## config.mk

```make
export PLATFORM = sky130hd
export DESIGN_NAME = bit_serial_adder_ctrl
export DESIGN_NICKNAME = d
export VERILOG_FILES = /design/src/rtl/bit_serial_adder_ctrl.sv
export SDC_FILE = /design/constraint.sdc
export NUM_CORES = 1
export LEC_CHECK = 0
export BUFFER_PORTS_ARGS = -buffer_cell sky130_fd_sc_hd__buf_2
export CORE_UTILIZATION = 50
export CTS_BUF_LIST = sky130_fd_sc_hd__clkbuf_16
export CTS_CLUSTER_DIAMETER = 30
export DETAILED_ROUTE_END_ITERATION = 6
export GPL_TIMING_DRIVEN = 0
export PLACE_DENSITY_LB_ADDON = 0.25
export SLEW_MARGIN = 20
export SYNTH_ARGS = -nofsm -noshare
export SYNTH_HDL_FRONTEND = slang
export SYNTH_SLANG_ARGS = --single-unit
```

## constraint.sdc

```tcl
create_clock -name clk -period 2.9 [get_ports clk]
set_clock_uncertainty 0.2 [all_clocks]
set_input_delay 0.58 -clock clk [delete_from_list [all_inputs] [get_ports clk]]
set_output_delay 0.58 -clock clk [all_outputs]
set_load 0.02 [all_outputs]
```

## src/rtl/bit_serial_adder_ctrl.sv

```systemverilog
// ---------------------------------------------------------------------------
// bit_serial_adder_ctrl
//
// Sequencer and bit-serial full adder that sits beside the Memory_array
// compute column. It walks the stored operand A one row at a time, LSB first.
// Each row is read through ToAdder, summed with the latched parallel operand
// B (inverted for subtraction), and the sum bit is written back into the same
// row. Every bit takes a READ cycle and then a WRITE cycle. When the last
// write is done, completion, carry-out and signed overflow go to the host.
//
// Ports
//   clk        in   system clock, all state changes on the rising edge
//   rst_n      in   asynchronous active-low reset
//   start      in   one-cycle request, only honoured in IDLE
//   sub        in   0: A+B, 1: A-B (latched with start)
//   OperandB   in   parallel operand B (latched with start)
//   ToAdder    in   bit read from the row selected by RWL
//   RWL        out  read wordline, one-hot or zero
//   WWL        out  write wordline, one-hot or zero
//   FromAdder  out  sum bit written into the row selected by WWL
//   busy       out  high while reading/writing the array
//   done       out  one-cycle pulse after the last write
//   Result     out  copy of the written sum bits, held until the next start
//   CarryOut   out  carry out of the MSB (for sub, 1 = no borrow)
//   Overflow   out  signed overflow of the operation
// ---------------------------------------------------------------------------
module bit_serial_adder_ctrl #(
    parameter int WIDTH = 8
) (
    input  logic             clk,
    input  logic             rst_n,
    input  logic             start,
    input  logic             sub,
    input  logic [WIDTH-1:0] OperandB,
    input  logic             ToAdder,
    output logic [WIDTH-1:0] RWL,
    output logic [WIDTH-1:0] WWL,
    output logic             FromAdder,
    output logic             busy,
    output logic             done,
    output logic [WIDTH-1:0] Result,
    output logic             CarryOut,
    output logic             Overflow
);

    // Width of the bit index; a one-row array still needs a one-bit index.
    localparam int JW = (WIDTH > 1) ? $clog2(WIDTH) : 1;
    localparam logic [JW-1:0] LAST_BIT = JW'(WIDTH - 1);

    typedef enum logic [1:0] {
        ST_IDLE  = 2'd0,
        ST_READ  = 2'd1,
        ST_WRITE = 2'd2,
        ST_DONE  = 2'd3
    } state_t;

    state_t           state;
    logic [JW-1:0]    bit_idx;
    logic             carry;
    logic             carry_into_msb;
    logic [WIDTH-1:0] b_latched;

    logic             sum_now;
    logic             carry_now;

    // Builds the one-hot wordline pattern for a given row index.
    function automatic logic [WIDTH-1:0] row_select(input logic [JW-1:0] idx);
        logic [WIDTH-1:0] sel;
        sel      = '0;
        sel[idx] = 1'b1;
        return sel;
    endfunction

    // Full-adder slice for the row that is being read. The array read path is
    // combinational inside the READ cycle. This slice only feeds registers, so
    // ToAdder never reaches an output without passing through a flop first.
    always_comb begin
        sum_now   = ToAdder ^ b_latched[bit_idx] ^ carry;
        carry_now = (ToAdder & b_latched[bit_idx])
                  | (ToAdder & carry)
                  | (b_latched[bit_idx] & carry);
    end

    // Main sequencer. Every output is a flop, so the wordlines and write data
    // for a cycle are all decided at the edge that enters that cycle.
    // FromAdder also serves as the sum register. It loads the new sum bit at
    // the edge that enters WRITE and drops back to 0 when WRITE is left, so it
    // stays low outside WRITE. A start that arrives in READ, WRITE or DONE
    // falls through the case arms with no effect and is never remembered.
    always_ff @(posedge clk or negedge rst_n) begin
        if (!rst_n) begin
            state          <= ST_IDLE;
            bit_idx        <= '0;
            carry          <= 1'b0;
            carry_into_msb <= 1'b0;
            b_latched      <= '0;
            RWL            <= '0;
            WWL            <= '0;
            FromAdder      <= 1'b0;
            busy           <= 1'b0;
            done           <= 1'b0;
            Result         <= '0;
            CarryOut       <= 1'b0;
            Overflow       <= 1'b0;
        end else begin
            done <= 1'b0;
            case (state)
                ST_IDLE: begin
                    RWL       <= '0;
                    WWL       <= '0;
                    FromAdder <= 1'b0;
                    busy      <= 1'b0;
                    if (start) begin
                        // Subtraction is A + ~B + 1. The +1 comes in through
                        // the initial carry.
                        b_latched <= sub ? ~OperandB : OperandB;
                        carry     <= sub;
                        bit_idx   <= '0;
                        Result    <= '0;
                        CarryOut  <= 1'b0;
                        Overflow  <= 1'b0;
                        RWL       <= row_select('0);
                        busy      <= 1'b1;
                        state     <= ST_READ;
                    end
                end

                ST_READ: begin
                    FromAdder       <= sum_now;
                    Result[bit_idx] <= sum_now;
                    carry           <= carry_now;
                    // The carry entering the MSB is the old carry at the last
                    // row. It is needed later to detect signed overflow.
                    if (bit_idx == LAST_BIT) begin
                        carry_into_msb <= carry;
                    end
                    RWL   <= '0;
                    WWL   <= row_select(bit_idx);
                    state <= ST_WRITE;
                end

                ST_WRITE: begin
                    WWL       <= '0;
                    FromAdder <= 1'b0;
                    if (bit_idx == LAST_BIT) begin
                        busy     <= 1'b0;
                        done     <= 1'b1;
                        CarryOut <= carry;
                        Overflow <= carry_into_msb ^ carry;
                        state    <= ST_DONE;
                    end else begin
                        bit_idx <= bit_idx + JW'(1);
                        RWL     <= row_select(bit_idx + JW'(1));
                        state   <= ST_READ;
                    end
                end

                ST_DONE: begin
                    RWL       <= '0;
                    WWL       <= '0;
                    FromAdder <= 1'b0;
                    busy      <= 1'b0;
                    state     <= ST_IDLE;
                end

                default: begin
                    RWL       <= '0;
                    WWL       <= '0;
                    FromAdder <= 1'b0;
                    busy      <= 1'b0;
                    state     <= ST_IDLE;
                end
            endcase
        end
    end

endmodule

```

# Word level (Yosys, flattened, before mapping)
# Cells that the tools add are included.
[totals] reg_bits=44 output_inout_bits=29
[op_classes] n_eq_ne=7 add_sub_neg=1 n_reduce_logical=14 order_cmp=4 bitwise_logic=9 n_mux=33
[ops] op="$pmux 8 s2" n=2
[ops] op="$mux 8" n=3
[ops] op="$pmux 8 s3" n=1
[ops] op="$mux 1" n=12
[ops] op="$bwmux 8" n=1
[ops] op="$lt 3x4->1 const B" n=2
[ops] op="$not 8->8" n=1
[ops] op="$pmux 1 s2" n=4
[ops] op="$pmux 2 s4" n=1
[ops] op="$reduce_and 2->1" n=4
[ops] op="$demux 1 s3" n=2
[ops] op="$ge 3x1->1 const B" n=2
[ops] op="$mux 3" n=2
[ops] op="$ne 2x2->1 const B" n=3
[ops] op="$pmux 3 s2" n=1
[ops] op="$reduce_and 3->1" n=2
[ops] op="$eq 2x2->1 const B" n=2
[ops] op="$mux 2" n=2
[ops] op="$reduce_bool 2->1" n=2
[ops] op="$add 3x1->3 const B" n=1
[ops] op="$and 1x1->1" n=3
[ops] op="$bmux 1 s3" n=1
[ops] op="$eq 3x3->1 const B" n=1
[ops] op="$pmux 1 s3" n=1
[ops] op="8 further kinds" n=12

# Logic depth before layout (Yosys ltp)
[depth] depth_word=7 depth_mapped=8 ltp_nobuf=6

# Least setup slack after synthesis
# OpenSTA, ideal clock, no wires.
[synth_timing] path_kind="register to register" start="register bit_idx[0]" end="register Result[1]" slack_ns=0.697 path_buffers=3 stages_incl_launch_ff=9 required_time_ns=2.621 t_arrival_ns=1.923 setup_time_ns=0.079 path_cell_list="dfrtp_1 > buf_2 > buf_2 > mux2i_1 > o22ai_1 > nor3_1 > fa_1 > buf_1 > mux2i_1"
[synth_via] elab_chain_cells=6
[synth_rtl] item="start: declaration" line="58" source="logic [JW-1:0] bit_idx;"
[synth_rtl] item="start signal: assignment" line="152" source="bit_idx <= bit_idx + JW'(1);"
[synth_rtl] item="$lt 3x4->1 (implied by the code) (tied with other cells)" line="130" source="Result[bit_idx] <= sum_now;"
[synth_rtl] item="$logic_and 1x1->1 (implied by the code) or $mux 1 (tied branches)" line="130, 78"
[synth_rtl] item="$mux 1 (implied by the code) or $xor 1x1->1 (tied branches)" line="130, 78"
[synth_rtl] item="$demux 1 s3 or $xor 1x1->1 (tied branches)" line="130, 78"
[synth_rtl] item="$bwmux 8 (*)" line="130"
[synth_rtl] item="$pmux 8 s2 (*)" line="107" source="case (state)"
[synth_rtl] item="end signal: indexed assignment" line="130"
[synth_rtl] item="end: declaration" line="41" source="output logic [WIDTH-1:0] Result,"
# Mark *: on every way between the ends. The rest lies on a longest branch, timed or not. The select of a mux whose other input is x is not followed.
# A chain may end at the register's enable or synchronous reset.

# Worst setup path after layout
[layout_timing] start="register bit_idx[0]" end="register Result[5]"
# Same word-level chain as after synthesis.

==> tab_implementation.tex <==
\begin{tabular}{lr}
\hline
Metric & Value \\
\hline
\multicolumn{2}{l}{\textbf{Setup path}} \\
Reg-to-reg endpoint & Result[5]\$\_DFFE\_PN0P\_ \\
Reg2reg path depth & 8 \\
CP endpoint kind & flop \\
Slowest library cell on the worst path & sky130\_fd\_sc\_hd\_\_fa\_1 \\
Worst path required time & 2.89 ns \\
Crit Path Category & reg2reg \\
Critical register-to-register path startpoint & bit\_idx[0]\$\_DFFE\_PN0P\_ \\
Register-to-Register Setup Slack & 0.24 ns \\
Worst path cell trace & buf\_2 -> buf\_2 -> mux2i\_1 -> o22ai\_1 -> nor3\_2 -> fa\_1 -> buf\_1 -> mux2i\_1 \\
Signal arrival time at the worst endpoint & 2.65 ns \\
Highest net fanout along the worst path & 10 \\
CP max stage delay & 0.45 ns \\
Category of the worst setup path launch point & flop \\
Source of the critical timing path & bit\_idx[0]\$\_DFFE\_PN0P\_ \\
\multicolumn{2}{l}{\textbf{Clocking}} \\
Post-CTS setup-driven buffer insertion count & 0 \\
Number of instances resized during post-cts repair & 0 \\
Total clock buffers created by CTS & 5 \\
Maximum level of the CTS H-tree & 2 \\
Clock Path Buffers & 2 \\
TritonCTS clock tree & yes \\
Clock root buffer master & sky130\_fd\_sc\_hd\_\_clkbuf\_16 \\
Clk sinks & 44 \\
Insertion delay of the later-clocked pin in the worst-skew pair & 0.28 ns \\
Count of hold buffers inserted by post-cts repair & 0 \\
Clock Pin Slew Worst Setup and Hold Paths & 0.06 ns \\
\multicolumn{2}{l}{\textbf{Floorplanning}} \\
Die width & 65.42 um \\
Placeable core area & 3771 sq um \\
Ports & 42 \\
Die area & 4279 sq um \\
Floorplan row count & 22 \\
Effective utilization at floorplan & 53.32\% \\
Floorplan die height & 65.42 um \\
\multicolumn{2}{l}{\textbf{Cells and area}} \\
Share of cells above drive strength 1 & 30.77\% \\
Area growth from synthesis to final layout & 19.79\% \\
Final-stage net count & 238 \\
Number of antenna diodes & 0 \\
\multicolumn{2}{l}{\textbf{GRT}} \\
Via count of the first global-routing pass & 1379 \\
GRT Util Overall & 20.51\% \\
Congestion Overflow GR & 0 \\
Initial antenna violation count & 0 \\
Global-route wire length before repair & 6472 um \\
Maximum number of pins on one net before global-route repair & 45 \\
\multicolumn{2}{l}{\textbf{Logic synthesis}} \\
Most used standard cells in the synthesized netlist & 44 x sky130\_fd\_sc\_hd\_\_dfrtp\_1, 19 x sky130\_fd\_sc\_hd\_\_nand2\_1, 17 x sky130\_fd\_sc\_hd\_\_nor2\_1, 11 x sky130\_fd\_sc\_hd\_\_mux2i\_1 \\
Total standard cell area after synthesis & 2011 sq um \\
Multiplexer share of the synthesized area & 6.036\% \\
Adder-cell share of the synthesized area & 2.862\% \\
Post-Synth XOR/XNOR Area & 3.920\% \\
Number of synthesized flops with an enable pin & 0 \\
Dominant synthesized flop cell & sky130\_fd\_sc\_hd\_\_dfrtp\_1 \\
Synthesized area divided by synthesized cell count & 11.56 sq um \\
YS warnings & 0 \\
Dominant combinational cell family by area after synthesis & simple AND/OR/NAND/NOR gates \\
Distinct cells, synth & 36 \\
Cell taking the most area after synthesis & sky130\_fd\_sc\_hd\_\_dfrtp\_1 \\
Share of the synthesized area in the top cell type & 54.76\% \\
Instance count of the mapped netlist & 174 \\
Compound-cell area share of the yosys netlist & 12.45\% \\
Top-count cell post-synth & sky130\_fd\_sc\_hd\_\_dfrtp\_1 \\
Post-Syn Nets & 191 \\
Sequential element share of the synthesized area & 54.76\% \\
Fraction of registers with async set or reset after synthesis & 100.0\% \\
Number of synthesized register bits & 44 \\
Area share of and/or/nand/nor cells after synthesis & 14.56\% \\
Area contributors post-synth & sky130\_fd\_sc\_hd\_\_dfrtp\_1 55\%, sky130\_fd\_sc\_hd\_\_mux2i\_1 5.5\%, sky130\_fd\_sc\_hd\_\_nand2\_1 3.5\% \\
\multicolumn{2}{l}{\textbf{Place}} \\
Weighted congestion reported at the end of routability-driven placement & 0.8022 \\
Number of port buffers & 40 \\
Detail Placement HPWL & 2658 um \\
Pre-CTS setup slack & 0.1901 ns \\
\multicolumn{2}{l}{\textbf{STA}} \\
Share of the clock period used by the worst path after layout & 91.75\% \\
Setup Viol. Count Final & 0 \\
Pin slew with the least headroom to its limit & 0.9543 ns \\
Worst hold slack across all endpoints & 0.2460 ns \\
RSZ-0062 raised after global routing & false \\
Final sum of negative setup slack & 0 ns \\
Final number of max-transition violations & 0 \\
Final hold viol count & 0 \\
Final setup slack of the worst path & 0.2391 ns \\
Relative slew slack & 36.38\% \\
Final worst path period need & 2.661 ns \\
Maximum frequency from static timing analysis & 375.8 MHz \\
\multicolumn{2}{l}{\textbf{Hold path}} \\
Type of the most critical hold path & in2async \\
\multicolumn{2}{l}{\textbf{Power and ir drop}} \\
Fraction of power spent switching nets & 38.46\% \\
Maximum ir drop on the vdd rail & 0.4870 mV \\
Leak pwr & 1.185 nW \\
Pwr/cell area & 1015 nW/um\^{}2 \\
Clock network fraction of total power & 21.3\% \\
Sequential fraction of design power & 36.5\% \\
Pwr Total & 2.444 mW \\
Switch Pwr & 0.9401 mW \\
Cell-internal power & 1.504 mW \\
Share of total power in combinational logic & 42.2\% \\
\multicolumn{2}{l}{\textbf{Run}} \\
Count of maximum capacitance violations & 0 \\
\multicolumn{2}{l}{\textbf{Detailed routing}} \\
Routed vias/inst & 5.219 \\
\# DRC & 0 \\
First drt pass iteration count & 5 \\
Wire length per cell after detailed routing & 13.78 um \\
Detailed router's first-iteration violation count & 108 \\
Number of nets with antenna violations after routing & 0 \\
DR vias & 1404 \\
Final WL & 3708 um \\
\multicolumn{2}{l}{\textbf{Status}} \\
Outcome & finished clean \\
\hline
\end{tabular}
==> cells in the final DEF, fill, tap and decap left out, types with 3 or more instances in the layout <==
cell type,netlist,final
sky130_fd_sc_hd__a22o_1,4,4
sky130_fd_sc_hd__a22oi_1,4,4
sky130_fd_sc_hd__a32oi_1,3,3
sky130_fd_sc_hd__buf_2,3,43
sky130_fd_sc_hd__buf_6,3,3
sky130_fd_sc_hd__clkbuf_16,0,5
sky130_fd_sc_hd__dfrtp_1,44,44
sky130_fd_sc_hd__ha_1,3,3
sky130_fd_sc_hd__inv_1,7,7
sky130_fd_sc_hd__mux2i_1,11,11
sky130_fd_sc_hd__nand2_1,19,19
sky130_fd_sc_hd__nand2b_1,4,4
sky130_fd_sc_hd__nor2_1,17,17
sky130_fd_sc_hd__nor2b_1,4,4
sky130_fd_sc_hd__nor3_2,3,4
sky130_fd_sc_hd__nor3b_1,4,4
sky130_fd_sc_hd__o21ai_0,3,3
sky130_fd_sc_hd__o21ai_2,8,8
sky130_fd_sc_hd__xnor2_1,8,8
==> metrics by stage <==
step,cells,instance area (sq um),utilization [%]
floorplan,174,2011,-
global placement,262,2271,60.22
detailed placement,262,2271,60.22
CTS,269,2404,63.74
global route,269,2409,63.87
finish,269,2409,63.87
==> critical path, delay by kind of cell (launching register included) <==
family / cells / cell delay, ns
DFF: 1 / 0.35
AOI/OAI and AO/OA: 1 / 0.13
buffers and inverters: 3 / 0.76
and+or+nand+nor: 1 / 0.18
adders and majority gates: 1 / 0.45
muxes: 2 / 0.50
==> per-layer routing <==
metal / global-route usage [%] / part of all wire, % / vias up / wire [um]
met5: 0 / 0 / - / 0
met1: 27.73 / 46 / 674 / 1705
met3: 6.076 / 4.8 / 7 / 177
li1: - / - / 687 / -
met2: 30.67 / 48 / 36 / 1766
met4: 8.424 / 1.6 / 0 / 59
==> worst max-delay path by stage <==
| stage | to | cells after the start |
|---|---|---|
| finish | Result[5]$_DFFE_PN0P_ | 8 |
| global route | Result[6]$_DFFE_PN0P_ | 8 |
| CTS | Result[5]$_DFFE_PN0P_ | 8 |
| detailed placement | Result[6]$_DFFE_PN0P_ | 8 |
| global placement | Result[4]$_DFFE_PN0P_ | 8 |
| floorplan | Result[1]$_DFFE_PN0P_ | 8 |
==> cell type report <==
cell class | count | area (sq um)
timing repair buffer | 40 | 200.2
multi-input combinational | 112 | 805.8
inverter | 7 | 26.28
sequential | 44 | 1101
clock inverter | 2 | 7.507
clock buffer | 5 | 125.1
buffer | 11 | 82.58
fill | 307 | 1363
tap | 48 | 60.06
==> state kept, by name, indices dropped and copies added, names as in the netlist <==
| register | count |
|---|---|
| Result | 8 |
| state | 2 |
| b_latched | 8 |
| WWL | 8 |
| carry_into_msb | 1 |
| CarryOut | 1 |
| carry | 1 |
| done | 1 |
| busy | 1 |
| bit_idx | 3 |
| RWL | 8 |
| Overflow | 1 |
| FromAdder | 1 |
==> cell families (layout without fill, tap and decap cells) <==
family | count (synthesis) | count (layout)
muxes | 12 | 12
xor gates and xnor gates | 9 | 9
buffers and inverters | 18 | 65
AOI/OAI and AO/OA | 31 | 31
adders and majority gates | 4 | 4
and+or+nand+nor | 56 | 56
DFF | 44 | 44
==> power by group through the flow <==
| stage | Combinational, mW | Clock [mW] | Sequential [mW] |
|---|---|---|---|
| 2_1_floorplan | 0.690 | 0 | 0.973 |
| 3_3_place_gp | 0.989 | 0 | 0.891 |
| 3_5_place_dp | 1.02 | 0 | 0.904 |
| 4_1_cts | 1.04 | 0.530 | 0.893 |
| 5_1_grt | 1.15 | 0.559 | 0.914 |
| 6_report | 1.03 | 0.520 | 0.893 |
Note: power is estimated with default switching activity, not from simulation.
